**src/rtl/forward_hazard_unit_pkg.sv**
```systemverilog
// Shared types and constants for the forwarding/hazard unit: FSM encoding,
// bypass select base value, counter width and a saturating increment helper.
package fwd_pkg;

  typedef enum logic [1:0] {
    RUN      = 2'd0,
    LU_STALL = 2'd1,
    SB_WAIT  = 2'd2
  } hz_state_e;

  localparam int SEL_RF = 0;
  localparam int CNT_W  = 16;

  function automatic logic [CNT_W-1:0] sat_inc(input logic [CNT_W-1:0] val);
    return (val == {CNT_W{1'b1}}) ? val : val + CNT_W'(1);
  endfunction

endpackage

```
**src/rtl/forward_hazard_unit_if.sv**
```systemverilog
// Pipeline-side signal bundle of the forwarding/hazard unit; master drives the
// pipeline inputs, slave (the unit) drives selects, stall and debug outputs.
interface forward_hazard_unit_if
  import fwd_pkg::*;
#(
  parameter int NREGS = 32,
  parameter int AW    = 5,
  parameter int NFWD  = 2,
  parameter int SW    = 2
);
  logic [AW-1:0]      ex_rs;
  logic [AW-1:0]      ex_rt;
  logic [NFWD-1:0]    stg_we;
  logic [NFWD*AW-1:0] stg_rd;
  logic [SW-1:0]      fwd_sel_a;
  logic [SW-1:0]      fwd_sel_b;
  logic               id_valid;
  logic [AW-1:0]      id_rs;
  logic [AW-1:0]      id_rt;
  logic [AW-1:0]      id_rd;
  logic               id_rs_used;
  logic               id_rt_used;
  logic               id_we;
  logic               id_is_ll;
  logic               ex_we;
  logic               ex_is_load;
  logic [AW-1:0]      ex_rd;
  logic               ll_done_valid;
  logic [AW-1:0]      ll_done_rd;
  logic               stall;
  logic [1:0]         hz_state;
  logic [NREGS-1:0]   sb_busy;
  logic [CNT_W-1:0]   lu_stall_cnt;
  logic [CNT_W-1:0]   sb_stall_cnt;

  modport master (
    output ex_rs, ex_rt, stg_we, stg_rd, id_valid, id_rs, id_rt, id_rd,
           id_rs_used, id_rt_used, id_we, id_is_ll, ex_we, ex_is_load, ex_rd,
           ll_done_valid, ll_done_rd,
    input  fwd_sel_a, fwd_sel_b, stall, hz_state, sb_busy, lu_stall_cnt,
           sb_stall_cnt
  );

  modport slave (
    input  ex_rs, ex_rt, stg_we, stg_rd, id_valid, id_rs, id_rt, id_rd,
           id_rs_used, id_rt_used, id_we, id_is_ll, ex_we, ex_is_load, ex_rd,
           ll_done_valid, ll_done_rd,
    output fwd_sel_a, fwd_sel_b, stall, hz_state, sb_busy, lu_stall_cnt,
           sb_stall_cnt
  );

endinterface

```
**src/rtl/reg_scoreboard.sv**
```systemverilog
// Busy-bit scoreboard for long-latency destinations: one set and one clear
// per cycle, set wins on collision, register 0 is never marked busy.
module reg_scoreboard #(
  parameter int NREGS = 32,
  parameter int AW    = 5
) (
  input  logic             clk,
  input  logic             rst_n,
  input  logic             set_en,
  input  logic [AW-1:0]    set_idx,
  input  logic             clr_en,
  input  logic [AW-1:0]    clr_idx,
  output logic [NREGS-1:0] busy
);

  logic [NREGS-1:0] busy_r;
  logic [NREGS-1:0] busy_nxt_s;

  // Next busy vector: set overrides clear, clearing an idle bit is harmless
  always_comb begin
    busy_nxt_s = busy_r;
    for (int i = 0; i < NREGS; i++) begin
      busy_nxt_s[i] = (set_en && (set_idx == AW'(i))) ? 1'b1 :
                      (clr_en && (clr_idx == AW'(i))) ? 1'b0 : busy_r[i];
    end
    busy_nxt_s[0] = 1'b0;
  end

  // Busy vector register
  always_ff @(posedge clk or negedge rst_n) begin
    if (!rst_n) begin
      busy_r <= {NREGS{1'b0}};
    end else begin
      busy_r <= busy_nxt_s;
    end
  end

  assign busy = busy_r;

endmodule

```
**src/rtl/forward_hazard_unit.sv**
```systemverilog
// Operand forwarding (youngest producer wins), load-use and scoreboard hazard
// detection, stall FSM and stall counters. Counters exist only when
// FWD_PERF_CNT_EN is defined; otherwise the counter outputs read zero.
module forward_hazard_unit
  import fwd_pkg::*;
#(
  parameter int NREGS = 32,
  parameter int AW    = 5,
  parameter int NFWD  = 2,
  parameter int SW    = 2
) (
  input logic                 clk,
  input logic                 rst_n,
  forward_hazard_unit_if.slave bus
);

  logic [SW-1:0]    fwd_a_s;
  logic [SW-1:0]    fwd_b_s;
  logic             lu_s;
  logic             sb_s;
  logic             stall_s;
  logic             set_en_s;
  logic [NREGS-1:0] busy_s;
  hz_state_e        state_r;
  hz_state_e        state_nxt_s;

  // Bypass selects: scan oldest to youngest so the youngest match overrides
  always_comb begin
    fwd_a_s = SW'(SEL_RF);
    fwd_b_s = SW'(SEL_RF);
    for (int k = NFWD; k >= 1; k--) begin
      fwd_a_s = (bus.stg_we[k-1] && (bus.stg_rd[(k-1)*AW +: AW] != {AW{1'b0}}) &&
                 (bus.stg_rd[(k-1)*AW +: AW] == bus.ex_rs)) ? SW'(k) : fwd_a_s;
      fwd_b_s = (bus.stg_we[k-1] && (bus.stg_rd[(k-1)*AW +: AW] != {AW{1'b0}}) &&
                 (bus.stg_rd[(k-1)*AW +: AW] == bus.ex_rt)) ? SW'(k) : fwd_b_s;
    end
  end

  assign lu_s = bus.id_valid && bus.ex_we && bus.ex_is_load &&
                (bus.ex_rd != {AW{1'b0}}) &&
                ((bus.id_rs_used && (bus.id_rs == bus.ex_rd)) ||
                 (bus.id_rt_used && (bus.id_rt == bus.ex_rd)));

  // WAW on id_rd keeps a second long-latency write from racing the first
  assign sb_s = bus.id_valid &&
                ((bus.id_rs_used && busy_s[bus.id_rs]) ||
                 (bus.id_rt_used && busy_s[bus.id_rt]) ||
                 (bus.id_we      && busy_s[bus.id_rd]));

  assign stall_s  = lu_s || sb_s;
  assign set_en_s = bus.id_valid && bus.id_is_ll && bus.id_we && !stall_s &&
                    (bus.id_rd != {AW{1'b0}});

  reg_scoreboard #(.NREGS(NREGS), .AW(AW)) u_sb (
    .clk     (clk),
    .rst_n   (rst_n),
    .set_en  (set_en_s),
    .set_idx (bus.id_rd),
    .clr_en  (bus.ll_done_valid),
    .clr_idx (bus.ll_done_rd),
    .busy    (busy_s)
  );

  // Hazard FSM next state: every state follows the same rule, sb over lu
  always_comb begin
    state_nxt_s = RUN;
    case (state_r)
      RUN, LU_STALL, SB_WAIT: state_nxt_s = sb_s ? SB_WAIT : (lu_s ? LU_STALL : RUN);
      default:                state_nxt_s = RUN;
    endcase
  end

  // Hazard FSM state register
  always_ff @(posedge clk or negedge rst_n) begin
    if (!rst_n) begin
      state_r <= RUN;
    end else begin
      state_r <= state_nxt_s;
    end
  end

`ifdef FWD_PERF_CNT_EN
  logic [CNT_W-1:0] lu_cnt_r;
  logic [CNT_W-1:0] sb_cnt_r;

  // Saturating stall-cycle counters
  always_ff @(posedge clk or negedge rst_n) begin
    if (!rst_n) begin
      lu_cnt_r <= {CNT_W{1'b0}};
      sb_cnt_r <= {CNT_W{1'b0}};
    end else begin
      if (lu_s && !sb_s) begin
        lu_cnt_r <= sat_inc(lu_cnt_r);
      end
      if (sb_s) begin
        sb_cnt_r <= sat_inc(sb_cnt_r);
      end
    end
  end

  assign bus.lu_stall_cnt = lu_cnt_r;
  assign bus.sb_stall_cnt = sb_cnt_r;
`else
  assign bus.lu_stall_cnt = {CNT_W{1'b0}};
  assign bus.sb_stall_cnt = {CNT_W{1'b0}};
`endif

  assign bus.fwd_sel_a = fwd_a_s;
  assign bus.fwd_sel_b = fwd_b_s;
  assign bus.stall     = stall_s;
  assign bus.hz_state  = state_r;
  assign bus.sb_busy   = busy_s;

endmodule
```
**src/flat_wrapper.sv**
```systemverilog
// flat-port wrapper written by rule: the top's interface ports become plain ports
module forward_hazard_unit_flat import fwd_pkg::*;
#(
  parameter int NREGS = 32,
  parameter int AW    = 5,
  parameter int NFWD  = 2,
  parameter int SW    = 2
)
  (clk, rst_n, bus_ex_rs, bus_ex_rt, bus_stg_we, bus_stg_rd, bus_id_valid, bus_id_rs, bus_id_rt, bus_id_rd, bus_id_rs_used, bus_id_rt_used, bus_id_we, bus_id_is_ll, bus_ex_we, bus_ex_is_load, bus_ex_rd, bus_ll_done_valid, bus_ll_done_rd, bus_fwd_sel_a, bus_fwd_sel_b, bus_stall, bus_hz_state, bus_sb_busy, bus_lu_stall_cnt, bus_sb_stall_cnt);
  forward_hazard_unit_if #(.NREGS(NREGS), .AW(AW), .NFWD(NFWD), .SW(SW)) bus_i ();
  input logic clk;
  input logic rst_n;
  input wire logic [$bits(bus_i.ex_rs)-1:0] bus_ex_rs;
  input wire logic [$bits(bus_i.ex_rt)-1:0] bus_ex_rt;
  input wire logic [$bits(bus_i.stg_we)-1:0] bus_stg_we;
  input wire logic [$bits(bus_i.stg_rd)-1:0] bus_stg_rd;
  input wire logic [$bits(bus_i.id_valid)-1:0] bus_id_valid;
  input wire logic [$bits(bus_i.id_rs)-1:0] bus_id_rs;
  input wire logic [$bits(bus_i.id_rt)-1:0] bus_id_rt;
  input wire logic [$bits(bus_i.id_rd)-1:0] bus_id_rd;
  input wire logic [$bits(bus_i.id_rs_used)-1:0] bus_id_rs_used;
  input wire logic [$bits(bus_i.id_rt_used)-1:0] bus_id_rt_used;
  input wire logic [$bits(bus_i.id_we)-1:0] bus_id_we;
  input wire logic [$bits(bus_i.id_is_ll)-1:0] bus_id_is_ll;
  input wire logic [$bits(bus_i.ex_we)-1:0] bus_ex_we;
  input wire logic [$bits(bus_i.ex_is_load)-1:0] bus_ex_is_load;
  input wire logic [$bits(bus_i.ex_rd)-1:0] bus_ex_rd;
  input wire logic [$bits(bus_i.ll_done_valid)-1:0] bus_ll_done_valid;
  input wire logic [$bits(bus_i.ll_done_rd)-1:0] bus_ll_done_rd;
  output wire logic [$bits(bus_i.fwd_sel_a)-1:0] bus_fwd_sel_a;
  output wire logic [$bits(bus_i.fwd_sel_b)-1:0] bus_fwd_sel_b;
  output wire logic [$bits(bus_i.stall)-1:0] bus_stall;
  output wire logic [$bits(bus_i.hz_state)-1:0] bus_hz_state;
  output wire logic [$bits(bus_i.sb_busy)-1:0] bus_sb_busy;
  output wire logic [$bits(bus_i.lu_stall_cnt)-1:0] bus_lu_stall_cnt;
  output wire logic [$bits(bus_i.sb_stall_cnt)-1:0] bus_sb_stall_cnt;
  assign bus_i.ex_rs = bus_ex_rs;
  assign bus_i.ex_rt = bus_ex_rt;
  assign bus_i.stg_we = bus_stg_we;
  assign bus_i.stg_rd = bus_stg_rd;
  assign bus_i.id_valid = bus_id_valid;
  assign bus_i.id_rs = bus_id_rs;
  assign bus_i.id_rt = bus_id_rt;
  assign bus_i.id_rd = bus_id_rd;
  assign bus_i.id_rs_used = bus_id_rs_used;
  assign bus_i.id_rt_used = bus_id_rt_used;
  assign bus_i.id_we = bus_id_we;
  assign bus_i.id_is_ll = bus_id_is_ll;
  assign bus_i.ex_we = bus_ex_we;
  assign bus_i.ex_is_load = bus_ex_is_load;
  assign bus_i.ex_rd = bus_ex_rd;
  assign bus_i.ll_done_valid = bus_ll_done_valid;
  assign bus_i.ll_done_rd = bus_ll_done_rd;
  assign bus_fwd_sel_a = bus_i.fwd_sel_a;
  assign bus_fwd_sel_b = bus_i.fwd_sel_b;
  assign bus_stall = bus_i.stall;
  assign bus_hz_state = bus_i.hz_state;
  assign bus_sb_busy = bus_i.sb_busy;
  assign bus_lu_stall_cnt = bus_i.lu_stall_cnt;
  assign bus_sb_stall_cnt = bus_i.sb_stall_cnt;
  forward_hazard_unit #(.NREGS(NREGS), .AW(AW), .NFWD(NFWD), .SW(SW)) u_core (.clk(clk), .rst_n(rst_n), .bus(bus_i));
endmodule
```
**config.mk**
```make
export PLATFORM = sky130hd
export DESIGN_NAME = forward_hazard_unit_flat
export DESIGN_NICKNAME = d
export VERILOG_FILES = /design/src/rtl/forward_hazard_unit_pkg.sv /design/src/rtl/forward_hazard_unit_if.sv /design/src/rtl/reg_scoreboard.sv /design/src/rtl/forward_hazard_unit.sv /design/src/flat_wrapper.sv
export SDC_FILE = /design/constraint.sdc
export NUM_CORES = 1
export LEC_CHECK = 0
export CORE_AREA = 2 2 92 94
export DETAILED_ROUTE_END_ITERATION = 6
export DIE_AREA = 0 0 94 96
export PLACE_DENSITY = 0.77
export SETUP_SLACK_MARGIN = 0.1
export SYNTH_ARGS = -nofsm -noshare
export SYNTH_HDL_FRONTEND = slang
export SYNTH_SLANG_ARGS = --single-unit
```
**constraint.sdc**
```tcl
create_clock -name clk -period 2 [get_ports clk]
set_input_delay 0.3 -clock clk [delete_from_list [all_inputs] [get_ports clk]]
set_output_delay 0.3 -clock clk [all_outputs]
set_load 0.05 [all_outputs]
```
# Word-level counts from Yosys, hierarchy flattened
# Cells that the tools add are included.
classes:
  n_lt_le_gt_ge: 3
  n_eq_ne: 70
  muxes: 75
  reduce_logical: 124
op_table:
  columns: ["op", "n"]
  rows:
  - ["5-bit == test, second input constant", 32]
  - ["1-bit logical AND", 82]
  - ["5-bit by 4-bit == test with 1-bit output, second input constant", 16]
  - ["1-bit two-way mux", 66]
  - ["2-bit nonzero test", 31]
  - ["5-bit by 3-bit == test with 1-bit output, second input constant", 8]
  - ["5-bit == test", 6]
  - ["5-bit by 2-bit == test with 1-bit output, second input constant", 4]
  - ["5-bit nonzero test", 4]
  - ["5-bit by 6-bit < comparator with 1-bit output, second input constant", 3]
  - ["1-bit binary-select mux with 5-bit select", 3]
  - ["2-bit two-way mux", 6]
  - ["5-bit by 1-bit == test with 1-bit output, second input constant", 2]
  - ["1-bit logical OR", 4]
  - ["3-bit OR reduction", 1]
  - ["2-bit by 1-bit == test with 1-bit output, second input constant", 1]
  - ["2-bit == test, second input constant", 1]
  - ["2-bit logical NOT", 1]
  - ["1-bit logical NOT", 1]
word_totals:
  reg_bits: 33
  in_bits: 57
  output_inout_bits: 71
  word_cells: 304

# Logic depth before layout (Yosys ltp)
depth:
  depth_word: 12
  mapped_depth: 9
  ltp_nobuf: 6

# By module
# Synthesis repeated with hierarchy kept, for this count alone.
hier_totals:
  hier_cells: 285
  hier_area_um2: 2916.5
by_module_without_submodules:
  columns: ["mod", "instances", "cells_each", "area_per_inst_um2", "seq_area_each_um2"]
  rows:
  - ["forward_hazard_unit", 1, 158, 1611.5, 50.0]
  - ["reg_scoreboard", 1, 127, 1305.0, 775.7]

# Worst setup path after synthesis
# Ideal clock, no wire load.
synth_timing:
  path_kind: "input port to output port"
  from: "input bus_stg_rd[1]"
  to: "output bus_fwd_sel_a[1]"
  arrival_ns: 2.877
  required_ns: 1.700
  slack_ns: -1.177
  stages: 4
  path_buffers: 0
  path_cell_list: "or4_1 o21ai_0 nor4_1 nor4_1"
synth_via:
  elab_chain_cells: 4
  elab_cells_between_ends: 5
  cone_classes: "eq/ne (1); mux (1); reduce/logical (3)"
synth_lines:
  columns: ["element", "line", "source"]
  rows:
  - ["start: declaration", "flat_wrapper.sv:16", "input wire logic [$bits(bus_i.stg_rd)-1:0] bus_stg_rd;"]
  - ["5-bit nonzero test", "forward_hazard_unit.sv:32", "fwd_a_s = (bus.stg_we[k-1] && (bus.stg_rd[(k-1)*AW +: AW] != {AW{1'b0}}) &&"]
  - ["1-bit logical AND", "forward_hazard_unit.sv:32", null]
  - ["1-bit logical AND *", "forward_hazard_unit.sv:32", null]
  - ["2-bit two-way mux *", "forward_hazard_unit.sv:33", "(bus.stg_rd[(k-1)*AW +: AW] == bus.ex_rs)) ? SW'(k) : fwd_a_s;"]
  - ["end: declaration", "flat_wrapper.sv:30", "output wire logic [$bits(bus_i.fwd_sel_a)-1:0] bus_fwd_sel_a;"]
# Every way passes the cells marked *; elsewhere a longest branch is shown, timed or not.

# Worst setup path after layout
layout_timing:
  from: "register u_core.u_sb.busy_r[22] (netlist: u_core.u_sb.busy[22])"
  to: "output bus_stall"
layout_via:
  elab_chain_cells: 7
  elab_cells_between_ends: 13
  cone_classes: "mux (6); reduce/logical (7)"
layout_lines:
  columns: ["element", "line", "source"]
  rows:
  - ["start: declaration", "reg_scoreboard.sv:16", "logic [NREGS-1:0] busy_r;"]
  - ["start signal: assignment", "reg_scoreboard.sv:32", "busy_r <= {NREGS{1'b0}};"]
  - ["start signal: assignment", "reg_scoreboard.sv:34", "busy_r <= busy_nxt_s;"]
  - ["1-bit binary-select mux with 5-bit select, on equally long branches", "forward_hazard_unit.sv:46, forward_hazard_unit.sv:47", null]
  - ["1-bit two-way mux, on equally long branches", "forward_hazard_unit.sv:46, forward_hazard_unit.sv:47", null]
  - ["1-bit logical AND, on equally long branches", "forward_hazard_unit.sv:46, forward_hazard_unit.sv:47", null]
  - ["1-bit logical OR", "forward_hazard_unit.sv:46", "((bus.id_rs_used && busy_s[bus.id_rs]) ||"]
  - ["1-bit logical OR *", "forward_hazard_unit.sv:47", "(bus.id_rt_used && busy_s[bus.id_rt]) ||"]
  - ["1-bit logical AND *", "forward_hazard_unit.sv:45", "assign sb_s = bus.id_valid &&"]
  - ["1-bit logical OR *", "forward_hazard_unit.sv:50", "assign stall_s = lu_s || sb_s;"]
  - ["end: declaration", "flat_wrapper.sv:32", "output wire logic [$bits(bus_i.stall)-1:0] bus_stall;"]
# Every way passes the cells marked *; elsewhere a longest branch is shown, timed or not. The select of a mux whose other input is x is not followed.

==> results.yml <==
run_status:
  violated_checks: "negative setup slack"
  status: "complete, but fails checks"
clock_tree:
  post_cts_hold_buffers: 0
  clkTransAtPathRegs_ps: 70
  cts-root-buf: "clkbuf_8"
  worstSkewPairLatency_ps: 290
  clock_tree_from_tritoncts: "done"
  clock_tree.htree_level_count: 2
  cts_sinks: 33
  tritoncts.num_buffers: 5
  cts_buffer_depth: 2
synthesis:
  netlist-cell-type-count: 54
  synth.largest_area_cell: "dfrtp_1"
  number_of_storage_elements_in_the_synthesis_netlist: 33
  most_instantiated_flip_flop_cell_in_the_synthesis_netlist: "dfrtp_1"
  area_share_of_the_largest_cell_type_after_synthesis_pct: 26.14
  mapped_area_um2: 3159
  synthTopCellsByArea: "dfrtp_1 (26%), buf_4 (7.8%), mux4_2 (7.8%)"
  netlist_instances: 330
  number_of_enable_flip_flop_cells_after_synthesis: 0
  share_of_flip_flops_with_an_asynchronous_set_or_reset_pct: 100.0
  syn_avg_cell_area_um2: 9.574
  seq_area_frac_synth_pct: 26.14
  ys.warnings.count: 0
layout:
  layout_cell_share_with_drive_strength_beyond_1_pct: 48.77
  antennaDiodeCount: 0
  fin_nets: 583
  layout.cells.non_filler: 632
  area.growth.synth_to_final_pct: 80.36
min_path:
  min_path_type: "in -> async"
routing:
  drtPass1Iterations: 5
  via_per_inst: 5.688
  routed-via-count: 3595
  remaining_drc_errors: 0
  detail_route.wirelength_um: 12480
  dr.first_iter.drc_count: 156
  wire_per_inst_um: 19.75
  ant_nets: 0
placement:
  post-place-cells: 603
  dp.final_hpwl_um: 8976
  dp_worst_setup_slack_ps: -902.6
  place.port_buffers: 94
  place.gp.congestion: 0.9354
timing:
  report.final.slew_viol_count: 0
  hold_violations: 0
  maxSlewHeadroom_pct: 44.98
  worstMarginPinSlew_ps: 825.3
  final_period_minus_worst_setup_slack_ps: 2647
  grt_setup_unrepaired: "yes"
  finalCritPeriodShare_pct: 132.4
  timing.clock.skew_ps: 2.549
  fin_ws_ps: -647.2
  setup_viol: 33
  max_freq_mhz: 377.8
global_route:
  grtUsageTotal_pct: 27.19
  antenna_found_initial: 0
  first_global_vias: 3730
  grt_overflow_total: 0
  grt_start_max_net_pins: 34
  grt_first_pass_wirelength_um: 19020
setup_path:
  worst-endpoint-required_ps: 1700
  crit_path_end_kind: "output port"
  setup.worst_path.class: "reg -> out"
  worst_r2r_path_depth: 9
  worst_ep_arrival_time_ps: 2350
  critical_path.startpoint_type: "flip-flop"
  path_max_fanout: 4
floorplan:
  placementRows: 33
  die_height_um: 96
  die_w_um: 94
  core_region_area_um2: 8051
  top_level_ports: 128
  die_area_um2: 9024
  initial_core_util_pct: 39.24
pwr:
  power-per-cell-area_nw_per_um2: 494.6
  ir_drop_mv: 0.4245
  power_leakage_nw: 2.787
job:
  max_cap_viol_count: 0
[worst max-delay path, cell delays in order (launching register included)]
cell and delay (ps):
dfrtp_2 440, mux4_2 470, o22ai_2 130, o22ai_2 100, and2_4 150, a32o_2 250, o31a_4 360, buf_8 150
[cells in the mapped netlist, drive strengths merged (4+ instances only)]
cell    instances
dfrtp          33
nor2            6
mux4           11
xnor2          16
xor2           14
mux2            6
a22oi           4
or4             4
buf            46
nor4            6
o21ai          37
nor2b           5
nand3          10
mux2i          22
o22ai           4
o41ai          15
clkbuf          5
nand4           6
nand4b          4
inv             5
nand2          16
nand2b         10
o31ai          15
[cells by family (layout without fill, tap and decap cells)]
kind of cell,count (synthesis),count (layout),synth area share (%)
AND/OR/NAND/NOR,82,82,15.52
buffers and inverters,56,221,11.88
other,1,33,0.1187
XOR/XNOR,30,30,8.317
flip-flops,33,33,26.14
multiplexers,39,39,16.95
AO/OA/AOI/OAI,89,89,21.07
[registers in the layout, indices dropped and copies added, names as in the netlist]
| name | cells |
|---|---|
| u_core.bus.hz_state | 2 |
| u_core.u_sb.busy | 31 |
[cells in the final DEF (no fill, tap or decap), drive strengths merged, types with 2 or more instances in the layout]
cell           count
mux2               6
nand2             16
nand2b            10
dlygate4sd2       31
mux4              11
clkdlybuf4s50     29
o41ai             15
nor4               6
inv                5
o21ai             37
a311oi             3
or2                3
or4                4
nor3               2
nand4b             4
nor2b              5
nand3b             2
dfrtp             33
clkbuf            12
xnor2             16
and3               3
a22oi              4
nand4              6
a21oi              2
o31ai             15
buf              126
o22ai              4
xor2              14
nand3             10
nor2               6
and2               2
clkdlybuf4s15      4
conb              33
mux2i             22
dlymetal6s2s      14
[power breakdown]
part	internal, mW	switching [mW]
registers	0.738	0.0657
logic	0.635	0.879
clock network	0.247	0.253
total	1.62	1.20
[repair_timing]
| item | 4_1_cts | 5_1_grt |
|---|---|---|
| gates resized for setup | 139 | 58 |
| cloned | 2 | 0 |
| endpoints found under the setup margin | 54 | 51 |
| buffers inserted | 15 | 5 |
| pin swaps | 26 | 11 |
[layer usage]
metal	routed length, um	vias up	share of wire (%)	global-route usage, %
met1	5003	1774	40	34.22
met5	0	-	0	0
met4	262	0	2.1	9.058
met3	959	25	7.7	4.464
met2	6254	198	50	47.62
li1	-	1598	-	-
[stage by stage]
step / area (um2) / setup TNS [ps] / power (mW) / utilization, % / hold slack, ps
after global placement: 4920 / -25970 / 2.120 / 61.10 / 554.5
final: 5698 / -7379 / 2.818 / 70.77 / 414.8
after global routing: 5698 / -10550 / 2.929 / 70.77 / 452.8
after detailed placement: 4920 / -25910 / 2.143 / 61.10 / 560.6
after CTS: 5469 / -7134 / 2.732 / 67.93 / 430.6
after floorplan: 3485 / -1349 / 1.611 / - / 4.409
[path summary, 6_finish.rpt]
| check | from | to | slack, ps |
|---|---|---|---|
| setup / recovery | u_core.u_sb.busy[22] | bus_stall | -650 |
| min in group clk | u_core.bus.hz_state[1] | u_core.bus.hz_state[0] | 580 |
| setup reg to reg | u_core.u_sb.busy[20] | u_core.u_sb.busy[8] | -320 |
| hold reg to reg | u_core.bus.hz_state[1] | u_core.bus.hz_state[0] | 580 |
| max in group asynchronous | rst_n | u_core.u_sb.busy[4] | 1250 |
| hold / removal | rst_n | u_core.bus.hz_state[0] | 410 |
[final cells by class]
class / count / area (um2)
Sequential cell: 33 / 864.6
Fill cell: 587 / 2354
Timing Repair Buffer: 208 / 1958
Tap cell: 105 / 131.4
Clock buffer: 8 / 80.08
Inverter: 5 / 18.77
Multi-Input combinational cell: 273 / 2645
Note: power is estimated with default switching activity, not from simulation.
